File: src/rtl/motor_dose_sequencer.sv
// rtl/motor_dose_sequencer.sv - runs the R, Y, B pigment motors in turn with dead time and completion flags
module motor_dose_sequencer #(
  parameter int AMT_W       = 5,
  parameter int UNIT_CYCLES = 50000000,
  parameter int DEAD_CYCLES = 1000
) (
  input  logic             clk,
  input  logic             reset,
  input  logic             start,
  input  logic             abort,
  input  logic [AMT_W-1:0] amount_r,
  input  logic [AMT_W-1:0] amount_y,
  input  logic [AMT_W-1:0] amount_b,
  output logic [2:0]       motor,
  output logic             flag_r,
  output logic             flag_y,
  output logic             flag_b,
  output logic             busy,
  output logic             done,
  output logic [AMT_W-1:0] remaining
);

  localparam int UNIT_W = (UNIT_CYCLES > 1) ? $clog2(UNIT_CYCLES) : 1;
  localparam int DEAD_W = (DEAD_CYCLES > 1) ? $clog2(DEAD_CYCLES) : 1;
  localparam logic [UNIT_W-1:0] UNIT_LAST = UNIT_W'(UNIT_CYCLES - 1);
  localparam logic [DEAD_W-1:0] DEAD_LAST = DEAD_W'(DEAD_CYCLES - 1);

  localparam logic [2:0] S_IDLE    = 3'd0;
  localparam logic [2:0] S_RUN_R   = 3'd1;
  localparam logic [2:0] S_DEAD_RY = 3'd2;
  localparam logic [2:0] S_RUN_Y   = 3'd3;
  localparam logic [2:0] S_DEAD_YB = 3'd4;
  localparam logic [2:0] S_RUN_B   = 3'd5;
  localparam logic [2:0] S_FINISH  = 3'd6;

  logic [2:0]       r_state;
  logic [2:0]       w_next;
  logic [AMT_W-1:0] r_lat_r, r_lat_y, r_lat_b;
  logic [AMT_W-1:0] w_amt_r, w_amt_y, w_amt_b;
  logic [AMT_W-1:0] w_entry_amt;
  logic [UNIT_W-1:0] r_unit_cnt;
  logic [DEAD_W-1:0] r_dead_cnt;
  logic             w_unit_wrap;
  logic             w_dead_end;
  logic             w_run_last;
  logic             w_next_run;
  logic             w_next_dead;
  logic             w_stay;

  // Amount sources, counter terminal conditions and next-state selection
  always_comb begin
    // In IDLE the latches are not loaded yet, so the start decision looks at the live inputs
    w_amt_r     = (r_state == S_IDLE) ? amount_r : r_lat_r;
    w_amt_y     = (r_state == S_IDLE) ? amount_y : r_lat_y;
    w_amt_b     = (r_state == S_IDLE) ? amount_b : r_lat_b;
    w_unit_wrap = (r_unit_cnt == UNIT_LAST);
    w_dead_end  = (r_dead_cnt == DEAD_LAST);
    w_run_last  = w_unit_wrap && (remaining == AMT_W'(1));
    w_next      = r_state;
    case (r_state)
      S_IDLE: begin
        if (start && !abort) begin
          if (w_amt_r != '0)      w_next = S_RUN_R;
          else if (w_amt_y != '0) w_next = S_RUN_Y;
          else if (w_amt_b != '0) w_next = S_RUN_B;
          else                    w_next = S_FINISH;
        end
      end
      S_RUN_R:   if (w_run_last) w_next = ((w_amt_y != '0) || (w_amt_b != '0)) ? S_DEAD_RY : S_FINISH;
      S_DEAD_RY: if (w_dead_end) w_next = (w_amt_y != '0) ? S_RUN_Y : S_RUN_B;
      S_RUN_Y:   if (w_run_last) w_next = (w_amt_b != '0) ? S_DEAD_YB : S_FINISH;
      S_DEAD_YB: if (w_dead_end) w_next = S_RUN_B;
      S_RUN_B:   if (w_run_last) w_next = S_FINISH;
      S_FINISH:  w_next = S_IDLE;
      default:   w_next = S_IDLE;
    endcase
    if (abort && (r_state != S_IDLE)) w_next = S_IDLE;
    w_next_run  = (w_next == S_RUN_R) || (w_next == S_RUN_Y) || (w_next == S_RUN_B);
    w_next_dead = (w_next == S_DEAD_RY) || (w_next == S_DEAD_YB);
    w_stay      = (w_next == r_state);
    case (w_next)
      S_RUN_R: w_entry_amt = w_amt_r;
      S_RUN_Y: w_entry_amt = w_amt_y;
      default: w_entry_amt = w_amt_b;
    endcase
  end

  // State register and amount latches captured when a cycle is accepted
  always_ff @(posedge clk or posedge reset) begin
    if (reset) begin
      r_state <= S_IDLE;
      r_lat_r <= '0;
      r_lat_y <= '0;
      r_lat_b <= '0;
    end else begin
      r_state <= w_next;
      if (r_state == S_IDLE && w_next != S_IDLE) begin
        r_lat_r <= amount_r;
        r_lat_y <= amount_y;
        r_lat_b <= amount_b;
      end
    end
  end

  // Unit and dead-time counters restart on every state entry
  always_ff @(posedge clk or posedge reset) begin
    if (reset) begin
      r_unit_cnt <= '0;
      r_dead_cnt <= '0;
    end else begin
      r_unit_cnt <= (w_next_run && w_stay) ? (w_unit_wrap ? '0 : r_unit_cnt + UNIT_W'(1)) : '0;
      r_dead_cnt <= (w_next_dead && w_stay) ? r_dead_cnt + DEAD_W'(1) : '0;
    end
  end

  // Outputs are registered from the next state so they line up with the state they describe
  always_ff @(posedge clk or posedge reset) begin
    if (reset) begin
      motor     <= 3'b000;
      flag_r    <= 1'b0;
      flag_y    <= 1'b0;
      flag_b    <= 1'b0;
      busy      <= 1'b0;
      done      <= 1'b0;
      remaining <= '0;
    end else begin
      motor     <= {w_next == S_RUN_R, w_next == S_RUN_Y, w_next == S_RUN_B};
      // Leaving a RUN state without abort can only mean its last unit completed
      flag_r    <= (r_state == S_RUN_R) && (w_next != S_RUN_R) && !abort;
      flag_y    <= (r_state == S_RUN_Y) && (w_next != S_RUN_Y) && !abort;
      flag_b    <= (r_state == S_RUN_B) && (w_next != S_RUN_B) && !abort;
      busy      <= (w_next != S_IDLE);
      done      <= (w_next == S_FINISH);
      if (!w_next_run)       remaining <= '0;
      else if (!w_stay)      remaining <= w_entry_amt;
      else if (w_unit_wrap)  remaining <= remaining - AMT_W'(1);
    end
  end

endmodule

File: config.mk
export PLATFORM = sky130hd
export DESIGN_NAME = motor_dose_sequencer
export DESIGN_NICKNAME = d
export VERILOG_FILES = /design/src/rtl/motor_dose_sequencer.sv
export SDC_FILE = /design/constraint.sdc
export NUM_CORES = 1
export LEC_CHECK = 0
export CORE_MARGIN = 3
export CORE_UTILIZATION = 30
export DETAILED_ROUTE_END_ITERATION = 16
export GPL_ROUTABILITY_DRIVEN = 0
export HOLD_SLACK_MARGIN = 0.06
export PLACE_DENSITY_LB_ADDON = 0.1
export SYNTH_ARGS = -nofsm -noshare
export SYNTH_HDL_FRONTEND = slang
export SYNTH_SLANG_ARGS = --single-unit
File: constraint.sdc
create_clock -name clk -period 3.7 [get_ports clk]
set_input_delay 0.74 -clock clk [delete_from_list [all_inputs] [get_ports clk]]
set_output_delay 0.74 -clock clk [all_outputs]
set_load 0.05 [all_outputs]
## After elaboration in Yosys (flattened, before gate mapping)

Index checks and enable logic that the tools add are counted.

- Bits in registers: 67
- Input port bits: 19
- Output and inout port bits: 13
- Logic and storage cells: 82

- $add $sub $neg: 3
- Eq/ne operators: 19
- Mux-type cells: 24
- Reductions and logical operators: 23

Operator list:

| cell | count |
|---|---|
| two-way mux 26 bit | 2 |
| two-way mux 3 bit | 11 |
| two-way mux 5 bit | 6 |
| adder 26 x 1 -> 26 bit, second input constant | 1 |
| == test 26 bit, second input constant | 1 |
| one-hot mux 3 bit (6 select lines) | 1 |
| == test 3 bit, second input constant | 5 |
| nonzero test 5 bit | 3 |
| == test 3 x 2 -> 1 bit, second input constant | 4 |
| logical AND 1 bit | 12 |
| adder 10 x 1 -> 10 bit, second input constant | 1 |
| == test 10 bit, second input constant | 1 |
| two-way mux 10 bit | 1 |
| one-hot mux 5 bit (2 select lines) | 1 |
| == test 3 x 1 -> 1 bit, second input constant | 2 |
| inequality test 3 bit, second input constant | 2 |
| nonzero test 3 bit | 2 |
| == test 5 x 1 -> 1 bit, second input constant | 1 |
| subtractor 5 x 1 -> 5 bit, second input constant | 1 |
| logical OR 1 bit | 4 |
| two-way mux 2 bit | 2 |
| == test 3 bit | 1 |
| logical NOT 3 bit | 1 |
| inequality test 3 x 1 -> 1 bit, second input constant | 1 |
| 2 further kinds | 2 |

## Logic depth before layout (Yosys ltp)

Gate-level depths: netlist of the first run.

- Word-level depth: 14
- Depth in mapped cells: 11
- Depth with buffers taken out: 10

## Worst setup path before layout of the first run

OpenSTA, ideal clock, no wires.

- Kind: reg-to-reg
- Start point: register remaining[1]
- End point: register remaining[0]
- Library setup time: 0.090 ns
- Arrival: 3.121 ns
- Required time: 3.610 ns
- Path slack: 0.489 ns
- Stages on the path, launching flop included: 11
- Path buffers: 0
- Period minus slack after synthesis: 3.211 ns
- Path through: dfrtp_1 -> inv_1 -> ha_1 -> or4b_4 -> nor4_4 -> nand3b_2 -> a31o_4 -> nor3_4 -> mux2_1 -> o311a_1 -> o221ai_1

- Cells in the longest elaborated chain, start to end: 9
- Elaborated cells on any way between the ends: 17
- Classes of those cells: 6 x eq/ne; 8 x mux; 3 x reduce/logical

Ends and longest elaborated chain:

| what | RTL line | text |
|---|---|---|
| from (decl) | 20 | `output logic [AMT_W-1:0] remaining` |
| from (signal assigned) | 135 | `else if (!w_stay) remaining <= w_entry_amt;` |
| from (signal assigned) | 136 | `else if (w_unit_wrap) remaining <= remaining - AMT_W'(1);` |
| == test 5 x 1 -> 1 bit * | 58 | `w_run_last = w_unit_wrap && (remaining == AMT_W'(1));` |
| logical AND 1 bit * | 58 |  |
| two-way mux 3 bit, on equally long branches | 73, 69, 71 |  |
| one-hot mux 3 bit (6 select lines) * | 60 | `case (r_state)` |
| two-way mux 3 bit * | 77 | `if (abort && (r_state != S_IDLE)) w_next = S_IDLE;` |
| == test 3 x 2 -> 1 bit / == test 3 x 1 -> 1 bit (equally long branches) | 78, 81 |  |
| one-hot mux 5 bit (2 select lines) / logical OR 1 bit (equally long branches) | 81, 78 |  |
| two-way mux 5 bit / logical OR 1 bit (equally long branches) | 135, 78 |  |
| two-way mux 5 bit / inequality test 3 bit (equally long branches) | -- |  |

Mark *: on every way between the ends. The rest lies on a longest branch, timed or not.
A chain may end at the register's enable or synchronous reset.

## Worst setup path after layout of the first run

- Start point: input amount_y[1]
- End point: register r_dead_cnt[2]

- Cells in the longest elaborated chain, start to end: 11
- Elaborated cells on any way between the ends: 18
- Classes of those cells: 3 x eq/ne; 11 x mux; 4 x reduce/logical

Ends and longest elaborated chain:

| what | RTL line | text |
|---|---|---|
| from (decl) | 12 | `input logic [AMT_W-1:0] amount_y,` |
| two-way mux 5 bit * | 54 | `w_amt_y = (r_state == S_IDLE) ? amount_y : r_lat_y;` |
| nonzero test 5 bit * | 64, 69, 70 |  |
| two-way mux 3 bit / logical OR 1 bit (equally long branches) | 64, 69 |  |
| two-way mux 3 bit, on equally long branches | 63, 69 |  |
| two-way mux 3 bit, on equally long branches | 62, 69 |  |
| one-hot mux 3 bit (6 select lines) * | 60 |  |
| two-way mux 3 bit * | 77 |  |
| == test 3 x 2 -> 1 bit / == test 3 bit (equally long branches) | 79 | `w_next_dead = (w_next == S_DEAD_RY) \|\| (w_next == S_DEAD_YB);` |
| logical OR 1 bit | 79 |  |
| logical AND 1 bit * | 112 | `r_dead_cnt <= (w_next_dead && w_stay) ? r_dead_cnt + DEAD_W'(1) : '0;` |
| two-way mux 10 bit * | 112 |  |
| to (signal assigned) | 112 |  |
| to (decl) | 42 | `logic [DEAD_W-1:0] r_dead_cnt;` |

Marks and branches as above.

==> summary.md, run 1 <==
| Metric | Value |
|---|---|
| Status | finished clean |
| WL final | ~9 mm |
| Post-Syn Area | 0.00366 mm² |
| Synth Instances | 376 |
| Worst-Skew Late Latency | about 0.33 ns |
| Initial antenna violation count | 0 |
| Die height | 116 µm |
| Arrival @ worst endpoint | 3.63 ns |
| Initial Util | 31.4% |
| Worst-path clk slew | 0.06 ns |
| Xor/xnor share of the synthesized area | between 8 and 9% |
| Hold WC Path Type | register to register |
| Final Hold Vio Count | 0 |
| Die area | 0.0136 mm² |
| Post-cts resize count | 0 |
| Worst path required time | 3.96 ns |
| Relative slew slack | 48.2% |
| Layout cells sized above 1 | 13.1% |
| Longest Clk Path Bufs | 2 |
| Synth area leaders | dfrtp_1 46%, nor2_1 5.7%, xor2_1 5.3%, mux2_2 4.6%, nand2_1 3.0% |
| Post-CTS Setup Bufs | 0 |
| Crit Path Category | input pin to register |
| Setup Skew | 0.00513 ns |
| Antenna Nets Post-Route | 0 |
| Slew of the pin with the lowest slew margin | 0.776 ns |
| Number of CTS-inserted buffers | 9 |
| CTS H-tree depth | 3 |
| CP startpoint kind | input pin |
| DR vias/cell | just over 5 |
| Largest net degree at the start of global routing | 36 |
| Clk sinks | 67 |
| Power Dens Cells | about 560 mW/mm² |
| Vias post-DR | 2898 |
| Fin nets | 439 |
| Commonest non-fill, non-tap cell in the layout | dfrtp_1 |
| First-pass GRT wire length | 14.8 mm |
| Unique masters post-synth | 65 |
| Ys async rst share | between 90% and 100% |
| Max-cap check violation count | 0 |
| RSZ-0062 raised after global routing | false |
| N_diodes | 0 |
| Most frequent cells in the layout | 67 x dfrtp_1, 56 x nor2_1, 31 x clkdlybuf4s50_1 |
| Filler instances | 1171 |
| Top_reg_cell synth | dfrtp_1 |
| Complex-gate fraction of the synthesized area | between 10% and 20% |
| Row cnt | 39 |
| YS warnings | 0 |
| IO Pins | 32 |
| Register bit count reported by yosys | 67 |
| Maximum clock frequency | ~0.30 GHz |
| Final Core Density | between 30 and 40% |
| Gr usage total | ~14% |
| Area Growth Syn to Fin | 22.5% |
| 1st-pass router iterations | 4 |
| Vias in the first global route | 2934 |
| CTS tree | built |
| Leading area contributor after synthesis | dfrtp_1 |
| Tcrit/Tclk final | 91.3% |
| Register area share after synthesis | 45.8% |
| Fin Hold WS | 0.467 ns |
| Die W | 116 µm |
| Crit. End Element | register |
| Post-synth EDFFs | 0 |
| Pleak | 1.86 nW |
| WL/cell | roughly 16 µm |
| DRT iter0 DRCs | 274 |
| Port Buffers | 31 |
| Slew Limit Fails | 0 |
| Post-synthesis mux area share | 6.02% |
| Main combinational cell family by area after synthesis | simple AND/OR/NAND/NOR gates |
| CTS Root Cell | clkbuf_16 |
| DPL Wire Length | 6.52 mm |
| Cts hold-fix bufs | 0 |
| Final setup viols | 0 |
| Gr ovfl total | 0 |
| Post-Synth Simple-Gate Area | 25.8% |
| Worst vdd ir | approximately 0.00024 V |
| Synth Area per Inst | 9.73 µm² |
| Max FO, Critical Path | 10 |
| DRC violations left | 0 |
| TNS Setup | 0 ns |
| Fin crit period | 3.38 ns |
| Core area | 0.0117 mm² |
| Adder-Cell Fraction of Synth Area | 1.37% |
| Syn nets | 399 |
| Share of the synthesized area in the top cell type | between 40 and 50% |
## logic make-up after synthesis
kind of cell / Yosys count
muxes: 20
adders and majority gates: 4
buffers and inverters: 22
DFF: 67
AOI/OAI and AO/OA: 54
and+or+nand+nor: 175
xor gates and xnor gates: 34
## report_power, final
group          switching [mW]  leakage (nW)  internal (mW)
Clock                   0.317         0.148          0.539
Combinational           0.409         0.812          0.300
Sequential              0.111         0.896          0.845
## worst paths after layout
| check | cells after the start | end | startpoint | slack, ns |
|---|---|---|---|---|
| min in group asynchronous | 2 | motor[0]$_DFF_PP0_ | reset | 0.88 |
| worst max register to register | 10 | remaining[0]$_DFFE_PP0P_ | remaining[1]$_DFFE_PP0P_ | 0.45 |
| worst min register to register | 1 | r_unit_cnt[0]$_DFF_PP0_ | r_unit_cnt[0]$_DFF_PP0_ | 0.47 |
| max in group asynchronous | 3 | remaining[0]$_DFFE_PP0P_ | reset | 2.17 |
| worst min-delay path | 1 | r_unit_cnt[0]$_DFF_PP0_ | r_unit_cnt[0]$_DFF_PP0_ | 0.47 |
| worst max-delay path | 10 | r_dead_cnt[2]$_DFF_PP0_ | amount_y[1] | 0.32 |
## stage by stage
stage                     setup WS, ns  instances  instance area (µm²)  power (mW)
after floorplan                  0.489        376                 3660        1.45
after global placement          0.0223        548                 4180        1.68
after detailed placement        0.0235        548                 4180        1.68
after CTS                        0.374        564                 4480        2.56
after global routing             0.184        564                 4480        2.67
final                            0.324        564                 4480        2.52
## final cells by class
type | instances | area, µm² | share of cell area (%)
Tap cell | 143 | 179 | 3.99
Inverter | 11 | 41.3 | 0.921
Clock inverter | 6 | 65.1 | 1.45
Clock buffer | 10 | 239 | 5.33
Multi-Input combinational cell | 287 | 1890 | 42.2
Sequential cell | 67 | 1680 | 37.4
Timing Repair Buffer | 40 | 390 | 8.71
## Yosys cell counts, types with 2 or more instances
library cell and n:
dfrtp_1 67, nor2_1 56, nand2_1 29, xor2_1 22, nand3_1 20, mux2_2 15, a21oi_1 12, xnor2_1 12
inv_1 11, and3_1 10, nand4_1 10, o21ai_0 9, clkbuf_1 8, or4_1 7, nor3_1 6, or3_1 5
a31oi_1 4, and2_1 4, ha_1 4, mux2i_1 4, nor4_1 4, o211ai_1 4, nand2b_1 3, o2bb2ai_1 3
o31ai_1 3, and4_1 2, nor2b_1 2, nor3b_1 2, nor4b_1 2
## critical path, stage by stage
cell	delay, ns
clkdlybuf4s50_1	0.44
or4_1	0.57
nor4_1	0.39
buf_4	0.19
a21oi_1	0.11
o211a_1	0.25
a311o_1	0.35
a31o_1	0.23
nand3b_4	0.23
nor2_1	0.14
## registers in the layout, indices dropped and copies added (netlist names)
name	cells
r_state	3
r_unit_cnt	26
r_lat_b	5
flag_y	1
motor	3
flag_r	1
r_lat_r	5
busy	1
flag_b	1
r_lat_y	5
remaining	5
done	1
r_dead_cnt	10
## routing by layer
layer	GRT usage, %	vias up	routed length [µm]
met5	0	-	0
met4	4.72	0	115
met3	3.21	13	256
met2	23.2	49	4410
met1	18.1	1414	4100
li1	-	1422	-
(Power assumes the default switching activity.)
==> run 2: changes to the inputs <==
--- a/config.mk
+++ b/config.mk
@@ -5,7 +5,7 @@
 export SDC_FILE = /design/constraint.sdc
 export NUM_CORES = 1
 export LEC_CHECK = 0
-export CORE_MARGIN = 3
+export CORE_MARGIN = 2
 export CORE_UTILIZATION = 30
 export DETAILED_ROUTE_END_ITERATION = 16
 export GPL_ROUTABILITY_DRIVEN = 0
==> summary.md, run 2 (synthesis results as in run 1) <==
| Metric | Value |
|---|---|
| Final setup viols | 0 (unchanged) |
| First-pass GRT wire length | 15.3 mm (+3.2%) |
| Initial antenna violation count | 0 (unchanged) |
| DRC violations left | 0 (unchanged) |
| Top flop regs | r_unit_cnt: 26 flops, r_dead_cnt: 10 flops |
| Vias in the first global route | 2955 (+0.72%) |
| DPL Wire Length | 6.70 mm (+2.8%) |
| Crit. End Element | register |
| Fin crit period | 3.24 ns (-0.136 ns) |
| Max FO, Critical Path | 10 (unchanged) |
| Status | finished clean |
| WL final | 9.17 mm (+3.3%) |
| Die W | 114 µm (-1.7%) |
| Largest net degree at the start of global routing | 35 (-2.8%) |
| Post-cts resize count | 0 (unchanged) |
| Core area | 0.0120 mm² (+2.6%) |
| Gr ovfl total | 0 (unchanged) |
| Row cnt | 40 (+2.6%) |
| 1st-pass router iterations | 4 (unchanged) |
| TNS Setup | 0 ns (unchanged) |
| Filler instances | 1229 (+5.0%) |
| Final Core Density | 37.7% (-0.72 points) |
| Fin nets | 442 (+0.68%) |
| Arrival @ worst endpoint | 3.50 ns (-0.13 ns) |
| Gr usage total | 15.0% (+0.97 points) |
| CP startpoint kind | input pin |
| Vias post-DR | 2932 (+1.2%) |
| Antenna Nets Post-Route | 0 (unchanged) |
| Port Buffers | 31 (unchanged) |
| Max-cap check violation count | 0 (unchanged) |
| Most frequent cells in the layout | 67 x dfrtp_1, 56 x nor2_1, 31 x clkdlybuf4s50_1 |
| Top reg by flops | r_unit_cnt |
| RSZ-0062 raised after global routing | false |
| Slew of the pin with the lowest slew margin | 0.748 ns (-0.0284 ns) |
| Cts hold-fix bufs | 0 (unchanged) |
| Relative slew slack | 50.1% (+1.9 points) |
| Setup Skew | 0.00960 ns (+0.00447 ns) |
| Crit Path Category | input pin to register |
| Hold WC Path Type | register to register |
| Worst path required time | 3.96 ns (about the same) |
| Pre-CTS WS | 0.131 ns (+0.108 ns) |
| Initial Util | 30.6% (-0.78 points) |
| WL/cell | 16.1 µm (+2.0%) |
| CTS tree | built |
| Layout cells sized above 1 | 13.4% (+0.38 points) |
| CTS Root Cell | clkbuf_16 |
| DR vias/cell | 5.13 (about the same) |
| Commonest non-fill, non-tap cell in the layout | dfrtp_1 |
| Worst-path clk slew | 0.05 ns (about the same) |
| Longest Clk Path Bufs | 2 (unchanged) |
| DRT iter0 DRCs | 250 (-8.8%) |
| Slew Limit Fails | 0 (unchanged) |
| IO Pins | 32 (unchanged) |
| Post-CTS Setup Bufs | 0 (unchanged) |
| Tcrit/Tclk final | 87.6% (-3.7 points) |
| Number of CTS-inserted buffers | 9 (unchanged) |
| Largest register FFs | 26 (unchanged) |
| Setup ws final | 0.460 ns (+0.136 ns) |
| Worst vdd ir | 0.000221 V (-7.1%) |
| Die height | 114 µm (-1.7%) |
| Power Dens Cells | 566 mW/mm² (+0.59%) |
| Die area | 0.0131 mm² (-3.4%) |
| Final Hold Vio Count | 0 (unchanged) |
| Maximum clock frequency | 0.309 GHz (+4.2%) |
| Area Growth Syn to Fin | 23.3% |
| Clk sinks | 67 (unchanged) |
| Worst-Skew Late Latency | 0.33 ns (about the same) |
| CTS H-tree depth | 3 (unchanged) |
| Pleak | 1.87 nW (+0.94%) |
| N_diodes | 0 (unchanged) |
==> run 2: path summary, 6_finish.rpt <==
| kind | startpoint | cells after the start | end | slack, ns |
|---|---|---|---|---|
| max in group asynchronous | reset | 3 | r_lat_b[4]$_DFFE_PP0P_ | 2.19 |
| max | amount_y[1] | 10 | r_dead_cnt[6]$_DFF_PP0_ | 0.46 |
| min reg2reg | r_unit_cnt[0]$_DFF_PP0_ | 1 | r_unit_cnt[0]$_DFF_PP0_ | 0.47 |
| min in group asynchronous | reset | 2 | motor[1]$_DFF_PP0_ | 0.86 |
| max reg2reg | remaining[1]$_DFFE_PP0P_ | 10 | remaining[2]$_DFFE_PP0P_ | 0.60 |
| min | r_unit_cnt[0]$_DFF_PP0_ | 1 | r_unit_cnt[0]$_DFF_PP0_ | 0.47 |
==> run 2: critical path, cell delays in order <==
cell	delay [ns]
clkdlybuf4s50_1	0.46
or4_1	0.59
nor4_1	0.26
buf_4	0.16
a21oi_1	0.10
o211a_1	0.24
a311o_1	0.35
a31o_1	0.24
nand3b_4	0.23
nor2_1	0.13
==> run 2: where the power goes <==
group	switching, mW	internal, mW	total [mW]	leakage, nW
Clock	0.315	0.557	0.872	0.153
Sequential	0.114	0.845	0.959	0.896
Combinational	0.414	0.307	0.721	0.825
==> run 2: stage by stage <==
step | hold WS, ns | instances | power, mW | instance area [µm²]
floorplan | 0.433 | 376 | 1.45 | 3660
global placement | 0.454 | 555 | 1.69 | 4210
detailed placement | 0.466 | 555 | 1.69 | 4210
CTS | 0.473 | 571 | 2.59 | 4510
global route | 0.494 | 571 | 2.70 | 4510
finish | 0.466 | 571 | 2.55 | 4510
==> run 2: per-layer routing <==
layer	GRT usage, %	routed length [µm]
met3	3.65	344
met2	24.4	4400
met4	5.04	190
met5	0	0
met1	19.5	4230
==> run 2: area by class of cell <==
cell class | instances | area (µm²) | area share (%)
multi-input combinational | 287 | 1890 | 41.9
sequential | 67 | 1680 | 37.2
timing repair buffer | 43 | 413 | 9.15
clock buffer | 12 | 256 | 5.69
tap | 147 | 184 | 4.08
clock inverter | 4 | 48.8 | 1.08
inverter | 11 | 41.3 | 0.915
